$ cat config.mk
export PLATFORM = sky130hd
export DESIGN_NAME = inst_fetch_unit
export DESIGN_NICKNAME = d
export VERILOG_FILES = /design/src/rtl/pipeline_pkg.sv /design/src/rtl/inst_byte_assembler.sv /design/src/rtl/inst_fetch_unit.sv
export SDC_FILE = /design/constraint.sdc
export NUM_CORES = 1
export LEC_CHECK = 0
export CORE_MARGIN = 2
export CORE_UTILIZATION = 47
export CTS_CLUSTER_SIZE = 25
export DETAILED_ROUTE_END_ITERATION = 12
export PLACE_DENSITY = 0.78
export SLEW_MARGIN = 15
export SYNTH_ARGS = -nofsm -noshare
export SYNTH_HDL_FRONTEND = slang
export SYNTH_SLANG_ARGS = --single-unit
$ cat constraint.sdc
create_clock -name clk -period 2.32 [get_ports clk]
set_input_delay 0.464 -clock clk [delete_from_list [all_inputs] [get_ports clk]]
set_output_delay 0.464 -clock clk [all_outputs]
set_load 0.1 [all_outputs]
$ cat src/rtl/pipeline_pkg.sv
// pipeline_pkg: shared widths, fetch state encoding and constants for the MIPS pipeline
package pipeline_pkg;
  localparam int INST_W = 32;
  localparam int BYTES_PER_INST = 4;
  localparam logic [INST_W-1:0] NOP_INST = 32'h0000_0000;
  typedef enum logic {FETCH, HOLD} fetch_state_e;
endpackage

$ cat src/rtl/inst_byte_assembler.sv
// inst_byte_assembler: byte counter and big-endian assembly register for one instruction
module inst_byte_assembler
  import pipeline_pkg::*;
(
  input  logic              clk,
  input  logic              rst,
  input  logic              flush_i,
  input  logic              lat_i,
  input  logic              step_i,
  input  logic [7:0]        data_i,
  output logic [1:0]        idx_o,
  output logic              complete_o,
  output logic [INST_W-1:0] asm_o
);
  logic [1:0]        idx_q;
  logic [INST_W-1:0] asm_q, asm_d;
  always_comb begin
    asm_d = asm_q;
    asm_d[{~idx_q, 3'b000} +: 8] = data_i;
  end
  always_ff @(posedge clk) begin
    if (rst || flush_i) begin
      idx_q <= '0;
      asm_q <= '0;
    end else begin
      if (lat_i) asm_q <= asm_d;
      if (step_i) idx_q <= idx_q + 2'd1;
    end
  end
  assign idx_o = idx_q;
  assign complete_o = idx_q == 2'd3;
  assign asm_o = asm_q;
endmodule

$ cat src/rtl/inst_fetch_unit.sv
// inst_fetch_unit: byte-serial instruction fetch with PC, redirect and a one-entry output buffer.
// Define INST_FETCH_MISALIGN_CHK_EN to add the misalign_err pulse output.
module inst_fetch_unit
  import pipeline_pkg::*;
#(
  parameter int             PCL      = 32,
  parameter int             WORD     = 8,
  parameter logic [PCL-1:0] RESET_PC = '0
) (
  input  logic              clk,
  input  logic              rst,
  output logic [PCL-1:0]    mem_addr,
  input  logic [WORD-1:0]   mem_data,
  input  logic              redirect,
  input  logic [PCL-1:0]    redirect_pc,
  output logic [INST_W-1:0] inst_out,
  output logic [PCL-1:0]    pc_out,
  output logic [PCL-1:0]    pc_plus4,
  output logic              inst_valid,
`ifdef INST_FETCH_MISALIGN_CHK_EN
  output logic              misalign_err,
`endif
  input  logic              inst_ready
);
  if (WORD != 8) begin : g_bad_word
    $error("inst_fetch_unit supports only WORD == 8");
  end
  fetch_state_e      state_q;
  logic [PCL-1:0]    fetch_pc_q, pc_q;
  logic [INST_W-1:0] inst_q, asm, word;
  logic [1:0]        idx;
  logic              valid_q, complete, buf_empty, load;
  assign buf_empty = !valid_q || inst_ready;
  assign load = complete && buf_empty;
  inst_byte_assembler u_asm (
    .clk        (clk),
    .rst        (rst),
    .flush_i    (redirect),
    .lat_i      (state_q == FETCH),
    .step_i     (!complete || buf_empty),
    .data_i     (mem_data[7:0]),
    .idx_o      (idx),
    .complete_o (complete),
    .asm_o      (asm)
  );
  // in HOLD the low byte is already in the register; in FETCH it is still on the bus
  assign word = {asm[31:8], state_q == HOLD ? asm[7:0] : mem_data[7:0]};
  always_ff @(posedge clk) begin
    if (rst) begin
      fetch_pc_q <= RESET_PC;
      state_q <= FETCH;
      valid_q <= 1'b0;
      inst_q <= '0;
      pc_q <= '0;
    end else if (redirect) begin
      fetch_pc_q <= redirect_pc & ~PCL'(3);
      state_q <= FETCH;
      valid_q <= 1'b0;
    end else begin
      state_q <= (complete && !buf_empty) ? HOLD : FETCH;
      valid_q <= load || (valid_q && !inst_ready);
      if (load) begin
        inst_q <= word;
        pc_q <= fetch_pc_q;
        fetch_pc_q <= fetch_pc_q + PCL'(BYTES_PER_INST);
      end
    end
  end
`ifdef INST_FETCH_MISALIGN_CHK_EN
  logic misalign_q;
  always_ff @(posedge clk) misalign_q <= rst ? 1'b0 : redirect && |redirect_pc[1:0];
  assign misalign_err = misalign_q;
`endif
  assign mem_addr = fetch_pc_q + PCL'(idx);
  assign inst_out = inst_q;
  assign pc_out = pc_q;
  assign pc_plus4 = pc_q + PCL'(BYTES_PER_INST);
  assign inst_valid = valid_q;
endmodule

### Yosys cells after proc, flatten, opt, wreduce, memory -nomap -nowiden

Cells that the tools add are included.
Widths: inputs -> output; s select.

* $add $sub $neg: 5
* eq/ne operators: 1
* shifts and indexed selects: 2
* multiplexer cells: 5
* bitwise gates (word level): 2
* reduce and logical (&&, ||, !) cells: 14

Operators by type and width (number)
* $add 32x3->32 const B: 2
* $mux 32: 2
* $add 32x2->32: 1
* $bwmux 32: 1
* $shift 8x7->32 const A: 1
* $shiftx 8x7->32: 1
* $mux 8: 1
* $neg 5->7: 1
* $logic_not 1->1: 4
* $logic_or 1x1->1: 4
* $logic_and 1x1->1: 3
* $add 2x1->2 const B: 1
* $eq 2x2->1 const B: 1
* $not 2->2: 1
* $reduce_and 2->1: 1
* $reduce_bool 2->1: 1
* $reduce_or 2->1: 1
* $mux 1: 1
* $not 1->1: 1

* bits in registers: 132
* bits of input ports: 44
* output and inout bits: 129
* word-level logic and storage cells: 37

### Longest topological paths before layout

* depth after elaboration: 5
* mapped depth: 8
* depth with buffers taken out: 6

### Hierarchy

A second synthesis with hierarchy kept.

* cells, all modules: 731
* area, all modules: 5893.2 um^2

By module, submodules not included
* inst_fetch_unit: instances 1, cells each 567, area each 4494.3 um^2, seq. area each 1881.8 um^2
* inst_byte_assembler: instances 1, cells each 164, area each 1398.8 um^2, seq. area each 680.7 um^2

### Worst setup path before layout

Ideal clock, no wire load.

* path kind: reg-to-output
* start point: reg pc_q[9], in the netlist pc_out[9]
* end point: out pc_plus4[26]
* data arrival time: 3.769 ns
* required time: 1.856 ns
* setup slack: -1.913 ns
* cell stages (with the launch flop): 5
* buffers on the path: 0
* cell sequence: dfxtp_1 nand4_1 nor4_4 nand4_1 xnor2_1

* longest elaborated chain between the ends: 1

RTL lines
* start, declared: RTL line inst_fetch_unit.sv:29 `logic [PCL-1:0] fetch_pc_q, pc_q;`
* start signal, assigned: RTL line inst_fetch_unit.sv:64 `pc_q <= fetch_pc_q;`
* $add 32x3->32: RTL line inst_fetch_unit.sv:77 `assign pc_plus4 = pc_q + PCL'(BYTES_PER_INST);`
* end, declared: RTL line inst_fetch_unit.sv:18 `output logic [PCL-1:0] pc_plus4,`

Every way passes these cells.

### Worst setup path in the final report

* start point: reg pc_q[5], in the netlist pc_out[5]
* end point: out pc_plus4[19]

Same word-level chain as after synthesis.

==> summary.txt <==
Global routing
  – Vias in the first global route: 5630
  – Pin count of the biggest net entering global routing: 93
  – Grt ovf: 0
  – Initial antenna violation count: 0
  – GR Util All Layers: 0.268
  – First-pass GRT wire length: 28100 um

Yosys
  – FF+latch count, synth: 128
  – Post-synth EDFFs: 0
  – Cell taking the most area after synthesis: dfxtp_1
  – Prevailing post-synth register cell: dfxtp_1
  – Post-synthesis cell type count: 45
  – Synth Area per Inst: 8.23 um2
  – Yosys warnings: 0
  – Synth top area cells: dfxtp_1 (44%), nand2_1 (9.5%), xnor2_1 (6.4%)
  – Sequential-to-total area share from yosys stat: 0.444
  – Mapped Cells: 701
  – Mapped Area: 0.00577 mm2
  – Post-synth top area share: 0.444
  – Async S/R FF share, synth: 0

Clock tree
  – CTS sink count: 128
  – Max Root-Sink Buffers: 2
  – H-tree levels: 4
  – Root Driver: clkbuf_16
  – Clock Pin Slew Worst Setup and Hold Paths: 0.06 ns
  – Hold_buf cts: 0
  – CTS tree: yes
  – Insertion delay to the later sink of the worst-skew pair: 0.41 ns
  – Number of buffers created by CTS: 17

Hold path
  – Min-Delay Path Class: flip-flop to flip-flop
  – Hold_sp: u_asm.asm_o[30]$_SDFFE_PP0P_

Worst setup path
  – FF-to-FF Start: u_asm.idx_o[0]$_SDFFE_PP0N_
  – CP Class: flip-flop to output port
  – Critical Path Max Stage Delay: 0.34 ns
  – Slowest CP cell: dfxtp_4
  – CP required: 1.86 ns
  – Arr. time, crit path: 2.24 ns
  – CP max FO: 3
  – CP endpoint kind: output port
  – CP Launch Type: flip-flop
  – CP cell instances: nand4_1, nor4_4, buf_6, buf_6, nand4_1, xnor2_4, buf_12
  – CP startpoint: pc_out[5]$_SDFFE_PP0P_

Cells and area
  – Layout Cells excl Fill: 1056
  – Fin area: 0.00931 mm2
  – Area of the multi-input gates: 0.00365 mm2
  – Layout Nets: 947
  – Diodes inserted: 0
  – Fillers: 799
  – Layout area overhead: 61.4%
  – Register Area: 0.00265 mm2
  – Layout cell share with drive strength beyond 1: 0.361
  – Fin util: 0.775

Status
  – Violated checks: setup timing
  – Status: finished, violations left

Floorplanning
  – Row count: 40
  – Area of the core region: 0.0120 mm2
  – Chip height: 115 um
  – Starting Density: 0.480
  – Top Ports: 173
  – Area of the die: 0.0132 mm2
  – Die Width: 115 um

Route
  – Drt total wl: 17800 um
  – DRT iter0 DRCs: 420
  – Pre-antenna DRT Iters: 5
  – DR DRC count: 0
  – Wire per inst: 16.9 um
  – Via density: 5.56
  – Routed vias: 5874
  – Antenna-violating nets left: 0

Timing
  – Worst setup margin: -0.383 ns
  – Fmax achieved: 370 MHz
  – Crit path time final: 2.70 ns
  – Slew Viols, Final: 0
  – Slew @ Worst Pin: 0.860 ns
  – Final Cycle Share: 1.17
  – Final setup viols: 21
  – Final Hold Fails: 0
  – RSZ-0062 raised after global routing: true
  – Skew final: 0.00643 ns
  – Hold Slack: 0.449 ns
  – Slew margin rel.: 0.422

Placed design
  – Port buffer count: 166
  – Placed cell area: 0.00837 mm2
  – DP HPWL: 12300 um
  – Dpl cells: 1009
  – Gpl congestion: 0.817

Power
  – Leakage power: 0.00354 uW
  – Total power: 5620 uW
  – PD cells: 603 mW/mm2
  – Worst-case vdd ir drop: 518 uV

Run
  – Max Cap Viol: 0
-- logic make-up after synthesis --
kind of cell,count (synthesis),share of synthesized area
fa+ha+maj,7,0.0152
simple gates,315,0.258
other cells,1,0.000650
xor+xnor,56,0.0850
flops,128,0.444
buf+inv,57,0.0423
mux,8,0.0139
compound gates,129,0.141
-- cell type report --
| cell class | count | area share |
|---|---|---|
| multi-input cells | 519 | 0.392 |
| flip-flops and latches | 128 | 0.284 |
| repair buffers | 221 | 0.236 |
| clock buffers | 19 | 0.0499 |
| well taps | 147 | 0.0198 |
| clock inverters | 13 | 0.0144 |
| inverters | 9 | 0.00363 |
-- critical path, delay by kind of cell (launching register included) --
family / cells / cell delay [ns]
buffers and inverters: 3 / 0.47
xor gates and xnor gates: 1 / 0.24
and+or+nand+nor: 3 / 0.77
DFF: 1 / 0.34
-- synthesized netlist by cell type (2+ instances only) --
| library cell | number |
|---|---|
| nor4_1 | 6 |
| ha_1 | 7 |
| nor4_2 | 7 |
| dfxtp_1 | 128 |
| buf_4 | 5 |
| a311oi_1 | 2 |
| clkbuf_1 | 37 |
| a21oi_1 | 63 |
| xnor2_1 | 42 |
| mux2i_1 | 8 |
| buf_1 | 2 |
| nand2b_1 | 5 |
| a22oi_1 | 32 |
| nand3_1 | 25 |
| buf_2 | 3 |
| a211oi_1 | 25 |
| inv_1 | 8 |
| nor3_1 | 10 |
| xor2_1 | 14 |
| nor2_1 | 79 |
| o21bai_1 | 2 |
| nor2b_1 | 2 |
| and3_1 | 2 |
| and2_1 | 2 |
| nand2_1 | 146 |
| and4_1 | 4 |
| nor4_4 | 2 |
| nor3_2 | 2 |
| nand4_1 | 14 |
| nand3_2 | 2 |
-- report_power, final --
part | internal (uW) | switching, uW
registers | 2230 | 74.3
clock network | 1670 | 984
logic | 186 | 475
total | 4080 | 1530
-- registers in the layout, summed over array words and instances, names as in the netlist --
name / cells
state_q: 1
pc_out: 30
inst_valid: 1
u_asm.asm_o: 32
u_asm.idx_o: 2
fetch_pc_q: 30
inst_out: 32
-- repair_timing --
action | 4_1_cts | 5_1_grt
pin swaps | 23 | 21
setup buffers | 10 | 8
gates resized for setup | 36 | 17
endpoints found under the setup margin | 24 | 24
-- placed cells by master (no fill, tap or decap), types with 15 or more instances in the layout --
| master | instances |
|---|---|
| a211oi_1 | 25 |
| a21oi_1 | 63 |
| a22oi_1 | 32 |
| buf_12 | 31 |
| buf_4 | 134 |
| buf_6 | 15 |
| clkbuf_16 | 18 |
| clkdlybuf4s50_1 | 40 |
| dfxtp_1 | 90 |
| dfxtp_2 | 24 |
| nand2_1 | 141 |
| nand3_1 | 15 |
| nor2_1 | 67 |
| xnor2_1 | 23 |
-- routing by layer --
layer / vias to the layer above / share of wire / global-route usage / wire length [um]
met5: - / 0 / 0 / 0
met4: 0 / 0.018 / 0.0884 / 327
met3: 34 / 0.063 / 0.0480 / 1130
met2: 233 / 0.52 / 0.481 / 9250
met1: 2813 / 0.40 / 0.325 / 7130
li1: 2794 / - / - / -
-- stage by stage --
stage	TNS (ns)	setup WS, ns
CTS	-4.73	-0.429
floorplan	-6.86	-0.521
detailed placement	-0.150	-0.0537
global route	-7.30	-0.483
global placement	-0.00299	-0.00299
finish	-5.31	-0.383
-- final timing paths --
kind / to / slack (ns) / cells past startpoint
max reg2reg: u_asm.asm_o[6]$_SDFFE_PP0P_ / 0.26 / 5
min reg2reg: inst_out[30]$_SDFFE_PP0P_ / 0.45 / 2
max: pc_plus4[19] / -0.38 / 7
min: inst_out[30]$_SDFFE_PP0P_ / 0.45 / 2
(Power assumes the default switching activity.)
